**config.mk**
```make
export PLATFORM = sky130hd
export DESIGN_NAME = warmboot_sequencer
export DESIGN_NICKNAME = d
export VERILOG_FILES = /design/src/rtl/warmboot_sequencer.sv
export SDC_FILE = /design/constraint.sdc
export NUM_CORES = 1
export LEC_CHECK = 0
export BUFFER_PORTS_ARGS = -buffer_cell sky130_fd_sc_hd__buf_2
export CORE_ASPECT_RATIO = 1.75
export CORE_MARGIN = 8
export CORE_UTILIZATION = 40
export DETAILED_ROUTE_END_ITERATION = 8
export PLACE_DENSITY = 0.65
export SKIP_CTS_REPAIR_TIMING = 1
export SLEW_MARGIN = 0
export SYNTH_ARGS = -nofsm -noshare
export SYNTH_HDL_FRONTEND = slang
export SYNTH_SLANG_ARGS = --single-unit
```
**constraint.sdc**
```tcl
create_clock -name clk_i -period 4.9 [get_ports clk_i]
set_input_delay 0 -clock clk_i [delete_from_list [all_inputs] [get_ports clk_i]]
set_output_delay 0 -clock clk_i [all_outputs]
set_load 0.01 [all_outputs]
```
**src/rtl/warmboot_sequencer.sv**
```systemverilog
// warmboot_sequencer: USB detach, settle, then SB_WARMBOOT into a selectable iCE40 image
module warmboot_sequencer #(
  parameter int                      IMAGE_W       = 2,
  parameter logic [2**IMAGE_W-1:0]   IMAGE_MASK    = 4'hE,
  parameter int                      DETACH_CYCLES = 12000,
  parameter int                      SETTLE_CYCLES = 1200
) (
  input  logic               clk_i,
  input  logic               reset_ni,
  input  logic               boot_req_i,
  input  logic [IMAGE_W-1:0] boot_image_i,
  input  logic               abort_i,
  output logic               busy_o,
  output logic               req_err_o,
  output logic               usb_pu_o,
  output logic               usb_tx_inh_o,
  output logic [IMAGE_W-1:0] wb_s_o,
  output logic               wb_boot_o
);
  localparam int MAX_CYCLES = DETACH_CYCLES > SETTLE_CYCLES ? DETACH_CYCLES : SETTLE_CYCLES;
  localparam int CW = $clog2(MAX_CYCLES + 1);
  localparam logic [CW-1:0] D_LD = CW'(DETACH_CYCLES - 1);
  localparam logic [CW-1:0] S_LD = CW'(SETTLE_CYCLES - 1);
  typedef enum logic [1:0] {IDLE, DETACH, SETTLE, BOOT} state_e;
  state_e             state_q, state_d;
  logic [CW-1:0]      cnt_q, cnt_d;
  logic [IMAGE_W-1:0] wb_s_q, wb_s_d;
  logic               req_err_q, req_err_d;
  logic               busy_q, usb_pu_q, usb_tx_inh_q, wb_boot_q;
  // Next state: accept/reject requests in IDLE, count down each timed phase, abort back to IDLE
  always_comb begin
    state_d   = state_q;
    cnt_d     = cnt_q;
    wb_s_d    = wb_s_q;
    req_err_d = 1'b0;
    case (state_q)
      IDLE: if (boot_req_i) begin
        if (IMAGE_MASK[boot_image_i]) begin
          state_d = DETACH;
          cnt_d   = D_LD;
          wb_s_d  = boot_image_i;
        end else begin
          req_err_d = 1'b1;
        end
      end
      DETACH, SETTLE: if (abort_i) begin
        state_d = IDLE;
        cnt_d   = '0;
        wb_s_d  = '0;
      end else if (cnt_q == '0) begin
        state_d = state_q == DETACH ? SETTLE : BOOT;
        cnt_d   = state_q == DETACH ? S_LD : '0;
      end else begin
        cnt_d = cnt_q - 1'b1;
      end
      default: ;
    endcase
  end
  // State, counter and registered outputs decoded from the next state
  always_ff @(posedge clk_i or negedge reset_ni) begin
    if (!reset_ni) begin
      state_q      <= IDLE;
      cnt_q        <= '0;
      wb_s_q       <= '0;
      req_err_q    <= 1'b0;
      busy_q       <= 1'b0;
      usb_pu_q     <= 1'b1;
      usb_tx_inh_q <= 1'b0;
      wb_boot_q    <= 1'b0;
    end else begin
      state_q      <= state_d;
      cnt_q        <= cnt_d;
      wb_s_q       <= wb_s_d;
      req_err_q    <= req_err_d;
      busy_q       <= state_d != IDLE;
      usb_pu_q     <= state_d == IDLE;
      usb_tx_inh_q <= state_d != IDLE;
      wb_boot_q    <= state_d == BOOT;
    end
  end
  assign busy_o       = busy_q;
  assign req_err_o    = req_err_q;
  assign usb_pu_o     = usb_pu_q;
  assign usb_tx_inh_o = usb_tx_inh_q;
  assign wb_s_o       = wb_s_q;
  assign wb_boot_o    = wb_boot_q;
endmodule
```
# Word level (Yosys, flattened, before mapping)
# Cells that the tools add are included.
[op_classes] addsub=1 order_cmp=1 n_eq_ne=6 mux=21 n_reduce_logical=8
[op_table] operator="$mux 14" n=4
[op_table] operator="$pmux 14 s2" n=1
[op_table] operator="$logic_not 14->1" n=1
[op_table] operator="$mux 2" n=7
[op_table] operator="$sub 14x1->14 const B" n=1
[op_table] operator="$mux 11" n=1
[op_table] operator="$pmux 2 s2" n=2
[op_table] operator="$ne 2x2->1 const B" n=3
[op_table] operator="$mux 1" n=5
[op_table] operator="$eq 2x2->1 const B" n=2
[op_table] operator="$logic_not 2->1" n=2
[op_table] operator="$reduce_and 4->1" n=1
[op_table] operator="$reduce_bool 2->1" n=2
[op_table] operator="$lt 2x3->1 const B" n=1
[op_table] operator="$reduce_and 3->1" n=1
[op_table] operator="$bmux 1 s2" n=1
[op_table] operator="$eq 2x1->1 const B" n=1
[op_table] operator="$reduce_or 2->1" n=1
[totals] regBits=22 in_bits=6 output_inout_bits=7 word_cells=44

# Logic depth before layout (Yosys ltp)
# Gate-level depths: netlist of the first run.
[logic_depth] depth_word=6 mapped_depth=7 ltp_nobuf=6

# Worst setup path after synthesis of the first run
# Ideal clock, no wire load.
[synth_timing] kind="register to register" start="register state_q[0]" end="register cnt_q[2]" setup_ns=0.121 arrival_ns=1.636 required_time_ns=4.779 setup_slack_ns=3.143 path_stages_with_launch=7 path_buffers=1 synth_period_minus_slack_ns=1.757 cell_sequence="dfrtp_1 > inv_1 > ha_1 > clkbuf_1 > a21oi_1 > nand2_1 > o22a_1"
[synth_via] elab_chain_len=5 word_cells_on_any_way=12 cone_classes="eq/ne (4); mux (4); reduce/logical (4)"
[synth_lines] item="from (decl)" line="25" source="state_e state_q, state_d;"
[synth_lines] item="from (signal assigned)" line="71" source="state_q <= state_d;"
[synth_lines] item="$eq 2x1->1" line="36, 52"
[synth_lines] item="$mux 11" line="52" source="cnt_d = state_q == DETACH ? S_LD : '0;"
[synth_lines] item="$mux 14" line="50" source="end else if (cnt_q == '0) begin"
[synth_lines] item="$mux 14" line="46" source="DETACH, SETTLE: if (abort_i) begin"
[synth_lines] item="$pmux 14 s2" line="36" source="case (state_q)"
[synth_lines] item="to (signal assigned)" line="72" source="cnt_q <= cnt_d;"
[synth_lines] item="to (decl)" line="26" source="logic [CW-1:0] cnt_q, cnt_d;"
# Parallel ways exist; a longest one is shown, timed or not.
# A chain may end at the register's enable or synchronous reset.

# Worst setup path in the final report of the first run
[layout_timing] start="register cnt_q[5]" end="register wb_boot_q, in the netlist wb_boot_o"
[layout_via] elab_chain_len=5
[layout_lines] item="$logic_not 14->1" line="50"
[layout_lines] item="$mux 2" line="50"
[layout_lines] item="$mux 2" line="46"
[layout_lines] item="$pmux 2 s2" line="36"
[layout_lines] item="$eq 2x2->1" line="78" source="wb_boot_q <= state_d == BOOT;"
[layout_lines] item="to (signal assigned)" line="69" source="wb_boot_q <= 1'b0;"
[layout_lines] item="to (signal assigned)" line="78"
[layout_lines] item="to (decl)" line="29" source="logic busy_q, usb_pu_q, usb_tx_inh_q, wb_boot_q;"
# No other way between the ends.

==> results, run 1 <==
- The flow ran to the end, and the final reports show no timing, DRC or antenna violations.
- In the routed design, unresolved DRC markers number 0.
- After detailed routing, no signal wire sits above met4.
- The floorplan step set the die height to 94.6 um.
- The count of flip-flops with a built-in enable after synthesis is 0.
- The first global-routing pass estimated 5830 um of wire.
- The most used flip-flop cell after synthesis is sky130_fd_sc_hd__dfrtp_1.
- The number of antenna diodes is 0.
- Setup violations remaining at the end of the flow were counted as 0.
- Prior to clock tree synthesis, the placed netlist has a worst setup slack of 2.52 ns.
- The highest clock rate is 417 MHz.
- The global-route total usage across every layer is 0.132.
- The detail route stage leaves a number of antenna-violating nets equal to 0.
- The arrival time reported for the critical path endpoint is 2.58 ns.
- In this run the register-to-register setup slack is 2.50 ns.
- The type of the setup path with the least slack is register to register.
- The cell count of the worst reg-to-reg path is 4.
- The number of distinct library cells after synthesis is 52.
- At the pin with the least slew margin, the transition time is 0.855 ns.
- The required time reported for the critical path endpoint is 5.08 ns.
- In the synthesized netlist, the number of instances is around 150.
- The post-route cell area is 1560 um^2.
- After detailed routing, the number of vias per cell comes to around 6.
- Entering global routing, the biggest net connects 23 pins.
- For this run the aggregate overflow at the end of global routing stands at 0.
- The portion of synthesized area spent on multiplexers is 0.0142.
- The total met3 wirelength after detailed routing is 77 um.
- On the final layout, the worst hold slack is 0.0887 ns.
- The initial antenna violation count is 0.
- The number of endpoints with negative hold slack in the final report is 0.
- The maximum clock insertion buffer count is 2.
- The number of warning messages in the yosys log is 0.
- Setup repair after global routing left no endpoint under its margin.
- Of the available clock period, the critical path in the final layout requires 0.489.
- The HPWL after detailed placement is about 2500 um.
- The critical path goes through nor4_2 > nand4_2 > or2_0 > a311oi_1.
- The violation count after the first detailed-route iteration is 30.
- The startpoint type of the worst setup path is a register.
- The post-synthesis average cell area is 9.67 um^2.
- The post-synthesis share of cell area spent on xor and xnor gates is 0.
- The final layout contains routed wiring with a total length of 3410 um.
- The worst setup path is captured at a register.
- The total length of routed met2 wires is about 1900 um.
- On the critical path, the stage with the largest delay is an instance of sky130_fd_sc_hd__nor4_2.
- After layout, the worst setup slack is 2.50 ns.
- The count of filler cells inserted in the layout is 330.
- The post-route setup TNS is 0 ns.
- Counting instances, the worst hold path has a depth of 3.
- The sequential area share after synthesis is 0.391.
- The tree is rooted in a sky130_fd_sc_hd__clkbuf_8.
- In this run the tightest slew margin relative to its limit is 0.425.
- The area growth from synthesis to layout is 10.2%.
- During I/O placement, the number of pins put on the boundary was 13.
- The congestion estimate from routability-driven global placement came to roughly 0.91.
- The share of cells above drive strength 1 is 0.166.
- The main combinational cell family by area after synthesis is compound AO/OA/AOI/OAI gates.
- Of the total synthesized cell area, the portion taken by full adders, half adders and majority gates is 0.0443.
- The post-synthesis async set-or-reset flop share is 1.00.
- Along the worst path, the maximum fanout reaches 13.
- The chip width is 60.9 um.
- The initial core utilization is 0.415.
- The worst reg2reg path endpoint is wb_boot_o$_DFF_PN0_.
- Counting every sink on the clock net gives 22.
- The simple-gate portion of the synthesized area is 0.217.
- The number of port buffers is 12.
- The routed layout has 1226 vias.
- The count of state elements after synthesis is 22.
- Power spread over the standard cell area amounts to 503 nW/um^2.
- The post-CTS clock slew at the launch and capture registers of the worst setup and hold paths is 0.08 ns.
- The critical register-to-register path startpoint is cnt_q[5]$_DFFE_PN0P_.
- The total number of nets in the final design is around 170.
- The share of the synthesized area in compound gates (AO/OA/AOI/OAI) is 0.281.
- The path category of the worst min-delay check is primary input to register.
- The post-synthesis instance area is 1410 um^2.
- The instance area at placement is 1480 um^2.
- Summed over all cells, the static leakage comes to 0.635 nW.
- Counting the buffers created by CTS gives 3.
- The final setup skew is 0.00129 ns.
- The area of the core is 3400 um^2.
- The maximum resistive drop on vdd is 0.000246 V.
- The maximum cell stage delay along the critical path is 0.79 ns.
- The worst hold path begins at boot_image_i[1].
- The number of standard-cell rows in the floorplan is 28.
- TritonCTS built the clock tree.
- In this run the number of H-tree levels came out at 1.
- The number of global-route vias before repair is 1296.
- Dividing the detail-routed wire length by the instance count gives 16.9 um.
- The floorplan step defined a die boundary enclosing ~5800 um^2.
- Once layout is complete, the utilization of the core stands at 0.458.
- The number of pins exceeding their max-slew limit in the final report is 0.
- The routed length on met1 is 1370 um.
- The net count after synthesis is ~160.
- The worst path needs 2.40 ns of the cycle, external delays included.
- The endpoint of the worst hold-timing path is wb_s_o[1]$_DFFE_PN0P_.
- The clock latency reported for the late side of the worst-skew pair is between 0.2 and 0.3 ns.
- The detailed-router iteration count before antenna repair is 4.
- Across the run, the number of max-cap violations was 0.
[area by class of cell]
cell class / count / area [um^2] / area share
timing repair buffer: 15 / 90.1 / 0.0579
inverter: 7 / 26.3 / 0.0169
sequential: 22 / 552 / 0.355
clock buffer: 4 / 45.0 / 0.0290
tap: 45 / 56.3 / 0.0362
multi-input combinational: 109 / 786 / 0.505
[cell usage after synthesis (3+ instances only)]
library cell	count	area, um^2
sky130_fd_sc_hd__a31oi_1	7	43.8
sky130_fd_sc_hd__nor2_1	4	15.0
sky130_fd_sc_hd__nand4_1	4	25.0
sky130_fd_sc_hd__nor2b_1	5	31.3
sky130_fd_sc_hd__ha_1	5	62.6
sky130_fd_sc_hd__a21boi_0	4	30.0
sky130_fd_sc_hd__dfrtp_1	21	526
sky130_fd_sc_hd__o21ai_0	9	45.0
sky130_fd_sc_hd__nor3_1	4	20.0
sky130_fd_sc_hd__nand2_1	7	26.3
sky130_fd_sc_hd__nand3_1	8	40.0
sky130_fd_sc_hd__a41oi_1	4	35.0
sky130_fd_sc_hd__o22a_1	4	35.0
sky130_fd_sc_hd__a2bb2oi_1	3	26.3
sky130_fd_sc_hd__inv_1	7	26.3
sky130_fd_sc_hd__a21oi_1	7	35.0
[cells in the final DEF (no fill, tap or decap), types with 2 or more instances in the layout]
master / netlist / final
sky130_fd_sc_hd__a21boi_0: 4 / 4
sky130_fd_sc_hd__a21oi_1: 7 / 7
sky130_fd_sc_hd__a22o_1: 2 / 2
sky130_fd_sc_hd__a2bb2oi_1: 3 / 3
sky130_fd_sc_hd__a31oi_1: 7 / 7
sky130_fd_sc_hd__a41oi_1: 4 / 4
sky130_fd_sc_hd__and3_1: 2 / 2
sky130_fd_sc_hd__buf_2: 2 / 12
sky130_fd_sc_hd__clkbuf_8: 0 / 3
sky130_fd_sc_hd__dfrtp_1: 21 / 21
sky130_fd_sc_hd__dlygate4sd3_1: 0 / 3
sky130_fd_sc_hd__ha_1: 5 / 5
sky130_fd_sc_hd__inv_1: 7 / 7
sky130_fd_sc_hd__mux2i_1: 2 / 2
sky130_fd_sc_hd__nand2_1: 7 / 7
sky130_fd_sc_hd__nand3_1: 8 / 8
sky130_fd_sc_hd__nand4_1: 4 / 4
sky130_fd_sc_hd__nor2_1: 4 / 4
sky130_fd_sc_hd__nor2b_1: 5 / 5
sky130_fd_sc_hd__nor3_1: 4 / 4
sky130_fd_sc_hd__o21ai_0: 9 / 9
sky130_fd_sc_hd__o22a_1: 4 / 4
sky130_fd_sc_hd__o2bb2ai_1: 2 / 2
[state kept, by name (all words and copies together), names as in the netlist]
name / flops
usb_pu_o: 1
usb_tx_inh_o: 1
wb_s_o: 2
wb_boot_o: 1
req_err_o: 1
state_q: 2
cnt_q: 14
[critical path: cells and delay by family, from the launching register on]
| family | cells | cell delay, ns |
|---|---|---|
| flip-flops | 1 | 0.44 |
| AND/OR/NAND/NOR | 3 | 1.60 |
| AO/OA/AOI/OAI | 1 | 0.26 |
[logic make-up after synthesis]
family                   Yosys count
flip-flops                        22
AND/OR/NAND/NOR                   48
multiplexers                       2
buffers and inverters             15
AO/OA/AOI/OAI                     54
adder cells (fa/ha/maj)            5
[stage by stage]
stage | cells | power, mW
finish | 202 | 0.782
detailed placement | 195 | 0.660
global route | 202 | 0.837
floorplan | 146 | 0.569
global placement | 195 | 0.647
CTS | 199 | 0.782
[worst max path at each step]
stage               slack (ns)  cells after the start              endpoint            startpoint
global placement          2.59                      4   wb_boot_o$_DFF_PN0_  cnt_q[5]$_DFFE_PN0P_
finish                    2.50                      4   wb_boot_o$_DFF_PN0_  cnt_q[5]$_DFFE_PN0P_
global route              2.32                      4   wb_boot_o$_DFF_PN0_  cnt_q[5]$_DFFE_PN0P_
floorplan                 3.14                      6  cnt_q[2]$_DFFE_PN0P_  state_q[0]$_DFF_PN0_
detailed placement        2.52                      4   wb_boot_o$_DFF_PN0_  cnt_q[5]$_DFFE_PN0P_
CTS                       2.51                      4   wb_boot_o$_DFF_PN0_  cnt_q[5]$_DFFE_PN0P_
[power by group]
part           total [mW]  internal, mW  switching (mW)
Clock               0.123        0.0583          0.0645
Combinational       0.335         0.140           0.196
Sequential          0.324         0.246          0.0788
[routing by layer]
layer  GRT usage  vias up
li1            -      591
met1       0.131      604
met2       0.246       22
met3      0.0150        9
met4      0.0802        0
met5           0        -
Power figures use the tool's default switching activity.
==> inputs of run 2 (changes only) <==
==> constraint.sdc (replaced) <==
create_clock -name clk_i -period 2.35 [get_ports clk_i]
set_input_delay 0 -clock clk_i [delete_from_list [all_inputs] [get_ports clk_i]]
set_output_delay 0 -clock clk_i [all_outputs]
set_load 0.01 [all_outputs]
==> results, run 2 (synthesis results as in run 1) <==
- The run finished with clean final reports.
- The post-placement setup slack is 0.336 ns (-2.19 ns).
- The cell count after placement was 198 (+1.5%).
- The arrival time reported for the critical path endpoint came to 2.26 ns (-0.32 ns).
- The number of antenna diodes was 0 (unchanged).
- The count of filler cells inserted in the layout is 336 (+1.8%).
- The count of final setup violators is 0 (unchanged).
- The total number of nets in the final design is 172 (+1.8%).
- The cell sitting at the root of the clock tree is a sky130_fd_sc_hd__clkbuf_8.
- The largest net degree at the start of global routing is 23 (unchanged).
- The register with the most flip-flops is cnt_q.
- The clock net sink count was 22 (unchanged).
- The maximum resistive drop on vdd is 0.000584 V (+140%).
- The initial antenna violation count is 0 (unchanged).
- The HPWL after detailed placement came to 2650 um (+3.9%).
- The post-route setup TNS is 0 ns (unchanged).
- The detailed-route DRC error count is 0 (unchanged).
- Setup repair after global routing left no endpoint under its margin.
- The highest clock rate was 484 MHz (+16%).
- The detailed-route wire length per cell is 17.5 um (+3.5%).
- The detailed-route vias per instance is 6.19 (+2.0%).
- The post-route fraction of the period consumed by the critical path was 0.879 (+0.389).
- The net switching fraction of the power is 0.425 (-0.00855).
- The library cell used most frequently in the layout, excluding fill and tap cells, is sky130_fd_sc_hd__dfrtp_1.
- The post-CTS clock slew at the launch and capture registers of the worst setup and hold paths came to 0.08 ns (about the same).
- The H-tree depth was 1 (unchanged).
- The combinational power share is 0.428 (about the same).
- The final hold slack is 0.0822 ns (-0.00651 ns).
- The detailed-router iteration count before antenna repair came to 5 (+1).
- The first-pass GRT wire length is 6240 um (+7.0%).
- The number of port buffers is 12 (unchanged).
- The area enclosed by the die boundary is 5760 um^2 (unchanged).
- The setup path with the least slack is of type register to register.
- The flip-flop count of the largest register after layout is 14 (unchanged).
- The layout overhead on the synthesized area is 12.5%.
- The post-layout minimum cycle time is 2.06 ns (-0.333 ns).
- The footprint of the multi-input gates came to 786 um^2 (unchanged).
- The max-slew headroom at the worst pin came to 0.628 (+0.203).
- The chip width came to 60.9 um (unchanged).
- The cell area power density is 1060 nW/um^2 (+110%).
- The maximum cell stage delay along the critical path came to 0.56 ns (-0.23 ns).
- The tightest min-delay check is of the primary input to register type.
- On the critical path the largest part of the delay comes from simple AND/OR/NAND/NOR gates.
- The net switching power figure is 0.713 mW (+110%).
- The number of standard-cell rows in the floorplan came to 28 (unchanged).
- The weighted congestion at the end of routability-driven global placement is 0.839 (-7.9%).
- The largest fanout on the critical path is 12 (-1).
- The initial core utilization came to 0.415 (unchanged).
- The transition time at the pin with the least slew margin was 0.558 ns (-0.297 ns).
- The remaining antenna violation count after routing is 0 (unchanged).
- The buffer and inverter count on the worst path is 1 (+1).
- The violation count after the first detailed-route iteration was 55 (+83%).
- The number of endpoints with negative hold slack in the final report came to 0 (unchanged).
- The leakage power total is 0.655 nW (+3.2%).
- The required time reported for the critical path endpoint is 2.55 ns (-2.53 ns).
- The design internal power is 0.966 mW (+120%).
- The I/O pin total was 13 (unchanged).
- The final setup skew is 0.00508 ns (+0.00379 ns).
- The overall die height was 94.6 um (unchanged).
- The maximum clock insertion buffer count was 2 (unchanged).
- The startpoint type of the worst setup path is a register.
- The number of standard cells in the final layout excluding fillers was 205 (+1.5%).
- The total number of vias is 1269 (+3.5%).
- The number of pins exceeding their max-slew limit in the final report is 0 (unchanged).
- The share of cells above drive strength 1 was 0.188 (+0.0219).
- The number of global-route vias before repair came to 1347 (+3.9%).
- The global-route total usage across every layer is 0.140 (+0.00812).
- The final routed wirelength across all metal layers is 3580 um (+5.0%).
- The signal on the critical path passes through inv_1 > ha_1 > nand2b_1 > or4b_1 > mux2i_1.
- The number of buffers added by the clock tree synthesis step came to 3 (unchanged).
- The clock latency reported for the late side of the worst-skew pair is 0.27 ns (about the same).
- The part of the power in the clock network came to 0.165 (+0.008).
- The combined flip-flop and latch cell area is 552 um^2 (unchanged).
- The sequential group share of total power came to 0.407 (-0.008).
- The area of the core came to 3400 um^2 (unchanged).
- The worst path setup slack after routing came to 0.285 ns (-2.22 ns).
- TritonCTS built the clock tree.
- The max-cap check violation count was 0 (unchanged).
- The slowest stage of the critical path belongs to the cell sky130_fd_sc_hd__or4b_1.
- STA classifies the critical path endpoint as a register.
- The total congestion overflow was 0 (unchanged).
- The library cells used most frequently in the layout, excluding fill and tap cells, are 21 x sky130_fd_sc_hd__dfrtp_1, 12 x sky130_fd_sc_hd__buf_2, 9 x sky130_fd_sc_hd__o21ai_0, 8 x sky130_fd_sc_hd__nand3_1.
## run 2: cell count changes in the layout (fill, tap and decap cells not counted)
cell	change
sky130_fd_sc_hd__buf_4	+3
sky130_fd_sc_hd__clkbuf_1	-1
sky130_fd_sc_hd__clkbuf_8	+1
## run 2: worst paths after layout
check / startpoint / end / slack [ns] / depth (start not counted)
max in group asynchronous: reset_ni / usb_pu_o$_DFF_PN1_ / 1.74 / 2
hold reg to reg: cnt_q[8]$_DFFE_PN0P_ / cnt_q[8]$_DFFE_PN0P_ / 0.52 / 1
hold / removal: boot_image_i[1] / wb_s_o[1]$_DFFE_PN0P_ / 0.08 / 3
setup reg to reg: state_q[0]$_DFF_PN0_ / cnt_q[8]$_DFFE_PN0P_ / 0.29 / 5
min in group asynchronous: reset_ni / cnt_q[11]$_DFFE_PN0P_ / 0.24 / 2
setup / recovery: state_q[0]$_DFF_PN0_ / cnt_q[8]$_DFFE_PN0P_ / 0.29 / 5
## run 2: worst min-delay path, cell delays in order
cell,delay (ns)
sky130_fd_sc_hd__buf_2,0.10
sky130_fd_sc_hd__a31oi_1,0.08
sky130_fd_sc_hd__o2bb2ai_1,0.13
## run 2: area by class of cell
class                   instances  area share
multi-input cells             109       0.495
flip-flops and latches         22       0.348
repair buffers                 18      0.0709
well taps                      45      0.0355
clock buffers                   4      0.0347
inverters                       7      0.0165
## run 2: routing by layer
| metal | routed length [um] | GRT usage | vias to the layer above |
|---|---|---|---|
| met4 | 93 | 0.0802 | 0 |
| met2 | 1960 | 0.246 | 32 |
| li1 | - | - | 594 |
| met1 | 1400 | 0.152 | 634 |
| met5 | 0 | 0 | - |
| met3 | 124 | 0.0218 | 9 |
## run 2: power by group through the flow
stage               Sequential [mW]  Clock (mW)  Combinational, mW
floorplan                     0.657           0              0.529
global placement              0.675           0              0.699
detailed placement            0.684           0              0.713
CTS                           0.679       0.283              0.714
global route                  0.703       0.297              0.802
finish                        0.683       0.278              0.719
## run 2: stage by stage
| step | utilization | power (mW) | cell area [um^2] |
|---|---|---|---|
| global route | 0.467 | 1.80 | 1590 |
| CTS | 0.458 | 1.68 | 1560 |
| detailed placement | 0.442 | 1.40 | 1500 |
| global placement | 0.442 | 1.37 | 1500 |
| floorplan | - | 1.19 | 1410 |
| finish | 0.467 | 1.68 | 1590 |
==> inputs of run 3 (changes only) <==
--- a/config.mk
+++ b/config.mk
@@ -10,7 +10,6 @@
 export CORE_MARGIN = 8
 export CORE_UTILIZATION = 40
 export DETAILED_ROUTE_END_ITERATION = 8
-export PLACE_DENSITY = 0.65
 export SKIP_CTS_REPAIR_TIMING = 1
 export SLEW_MARGIN = 0
 export SYNTH_ARGS = -nofsm -noshare
==> constraint.sdc (replaced) <==
create_clock -name clk_i -period 2.05 [get_ports clk_i]
set_input_delay 0 -clock clk_i [delete_from_list [all_inputs] [get_ports clk_i]]
set_output_delay 0 -clock clk_i [all_outputs]
set_load 0.01 [all_outputs]
==> results, run 3 (synthesis results as in run 1) <==
- The area enclosed by the die boundary is 5760 um^2 (unchanged).
- In this design, the largest share of critical-path delay is due to simple AND/OR/NAND/NOR gates.
- The tightest min-delay check is of the primary input to register type.
- The H-tree depth came to 1 (unchanged).
- The HPWL after detailed placement was 2760 um (+4.4%).
- The clock latency reported for the late side of the worst-skew pair is 0.26 ns (about the same).
- The leakage power total came to 0.739 nW (+13%).
- Ranked by flip-flop count, first place goes to cnt_q.
- The cell count after placement came to 208 (+5.1%).
- The detailed-route wire length per cell was 16.9 um (-3.4%).
- The buffer and inverter count on the worst path is 2 (+1).
- The number of port buffers came to 12 (unchanged).
- The maximum cell stage delay along the critical path was 0.48 ns (-0.08 ns).
- The detailed-route vias per instance came to 5.97 (-3.6%).
- The worst hold path begins at boot_image_i[1].
- The flip-flop count of the largest register after layout is 14 (unchanged).
- The post-placement setup slack is 0.115 ns (-0.221 ns).
- The number of antenna diodes is 0 (unchanged).
- The max-slew headroom at the worst pin is 0.654 (+0.0257).
- The run finished with clean final reports.
- The chip width was 60.9 um (unchanged).
- The instance area at placement came to 1580 um^2 (+5.0%).
- The number of pins exceeding their max-slew limit in the final report is 0 (unchanged).
- The final core utilization is 0.502 (+0.0350).
- The highest clock rate was 510 MHz (+5.4%).
- The first-pass GRT wire length is 6230 um (-0.11%).
- The number of standard cells in the final layout excluding fillers is 221 (+7.8%).
- The largest net degree at the start of global routing is 23 (unchanged).
- The number of endpoints with negative hold slack in the final report was 0 (unchanged).
- From synthesis to final layout, the design area changed by 20.9%.
- The arrival time reported for the critical path endpoint came to 2.15 ns (-0.11 ns).
- The max-cap check violation count is 0 (unchanged).
- The violation count after the first detailed-route iteration was 91 (+65%).
- The largest fanout on the critical path is 6 (-6).
- The post-CTS clock slew at the launch and capture registers of the worst setup and hold paths came to 0.08 ns (about the same).
- The master of the slowest instance on the critical path is sky130_fd_sc_hd__or4_1.
- The detailed-router iteration count before antenna repair was 4 (-1).
- The leading cell type in the layout, fill and taps excluded is sky130_fd_sc_hd__dfrtp_1.
- Setup repair after global routing could not meet its margin everywhere.
- The weighted congestion at the end of routability-driven global placement was 0.813 (-3.1%).
- The global-route total usage across every layer is 0.140 (-0.000651).
- The detailed-route DRC error count was 0 (unchanged).
- The worst path setup slack after routing came to 0.0908 ns (-0.194 ns).
- The total number of nets in the final design is 188 (+9.3%).
- The clock tree from TritonCTS is yes.
- The post-route setup TNS came to 0 ns (unchanged).
- The root buffer cell chosen for the clock tree is sky130_fd_sc_hd__clkbuf_8.
- The total congestion overflow is 0 (unchanged).
- The required time reported for the critical path endpoint is 2.25 ns (-0.30 ns).
- The maximum clock insertion buffer count is 2 (unchanged).
- The number of global-route vias before repair was 1307 (-3.0%).
- The I/O pin total is 13 (unchanged).
- The number of buffers added by the clock tree synthesis step is 3 (unchanged).
- The area of the core is 3400 um^2 (unchanged).
- The critical path capture point type is a register.
- The overall die height was 94.6 um (unchanged).
- The count of final setup violators was 0 (unchanged).
- The worst setup path is of the register to register kind.
- The count of filler cells inserted in the layout was 335 (-0.30%).
- The final routed wirelength across all metal layers came to 3730 um (+4.1%).
- The final setup skew is 0.00892 ns (+0.00385 ns).
- The share of cells above drive strength 1 is 0.261 (+0.0739).
- The clock net sink count came to 22 (unchanged).
- The startpoint type of the worst setup path is a register.
- The transition time at the pin with the least slew margin is 0.516 ns (-0.0416 ns).
- The cell area power density came to 1170 nW/um^2 (+11%).
- The critical register-to-register path startpoint is cnt_q[0]$_DFFE_PN0P_.
- The post-layout minimum cycle time is 1.96 ns (-0.106 ns).
- The initial core utilization is 0.415 (unchanged).
- The initial antenna violation count came to 0 (unchanged).
- The maximum resistive drop on vdd is 0.000792 V (+35%).
- The total number of vias came to 1319 (+3.9%).
- Walking the worst path, the cells encountered are inv_1 > ha_1 > nor3b_4 > buf_4 > a41o_2 > or4_1 > nand3_1.
- The number of standard-cell rows in the floorplan is 28 (unchanged).
- The post-route fraction of the period consumed by the critical path came to 0.956 (+0.0771).
- The first element of the critical path is cnt_q[0]$_DFFE_PN0P_.
- The library cells used most frequently in the layout, excluding fill and tap cells, are 21 x sky130_fd_sc_hd__dfrtp_1, 19 x sky130_fd_sc_hd__buf_4, 12 x sky130_fd_sc_hd__buf_2, 9 x sky130_fd_sc_hd__o21ai_0, 8 x sky130_fd_sc_hd__nand3_1.
- The post-route cell area is 1710 um^2 (+7.5%).
- The setup slack of the worst register-to-register path was 0.09 ns (-0.19 ns).
- The remaining antenna violation count after routing is 0 (unchanged).
## run 3: area by class of cell
cell class                 instances  area, um^2  share of cell area
tap                               45        56.3              0.0330
clock buffer                       4        45.0              0.0264
inverter                           7        26.3              0.0154
multi-input combinational        109         795               0.466
sequential                        22         552               0.323
timing repair buffer              34         233               0.136
## run 3: final timing paths
| path | endpoint | depth (start not counted) |
|---|---|---|
| worst max-delay path | cnt_q[9]$_DFFE_PN0P_ | 7 |
| worst min-delay path | wb_s_o[1]$_DFFE_PN0P_ | 3 |
| max in group asynchronous | usb_pu_o$_DFF_PN1_ | 2 |
| worst min register to register | cnt_q[8]$_DFFE_PN0P_ | 1 |
| min in group asynchronous | cnt_q[4]$_DFFE_PN0P_ | 2 |
| worst max register to register | cnt_q[9]$_DFFE_PN0P_ | 7 |
## run 3: power by group
part           switching, mW  total, mW  internal, mW
sequential             0.193      0.780         0.587
combinational          0.502      0.943         0.441
clock                  0.141      0.280         0.139
total                  0.836       2.00          1.17
## run 3: per-layer routing
| layer | share of wire | track usage |
|---|---|---|
| met1 | 0.38 | 0.149 |
| met2 | 0.55 | 0.254 |
| met3 | 0.045 | 0.0232 |
| met4 | 0.020 | 0.0607 |
| met5 | 0 | 0 |
## run 3: worst reg2reg max path, delay by kind of cell (launching register included)
kind | cells | cell delay, ns
adders and majority gates | 1 | 0.21
AOI/OAI and AO/OA | 1 | 0.32
buffers and inverters | 2 | 0.25
DFF | 1 | 0.39
and+or+nand+nor | 3 | 0.73
## run 3: metrics by stage
step / power, mW / hold slack, ns
6_report: 2.00 / 0.0871
5_1_grt: 2.15 / 0.103
4_1_cts: 1.96 / -0.280
3_5_place_dp: 1.67 / 0.00381
3_3_place_gp: 1.65 / -0.00731
2_1_floorplan: 1.36 / -0.296
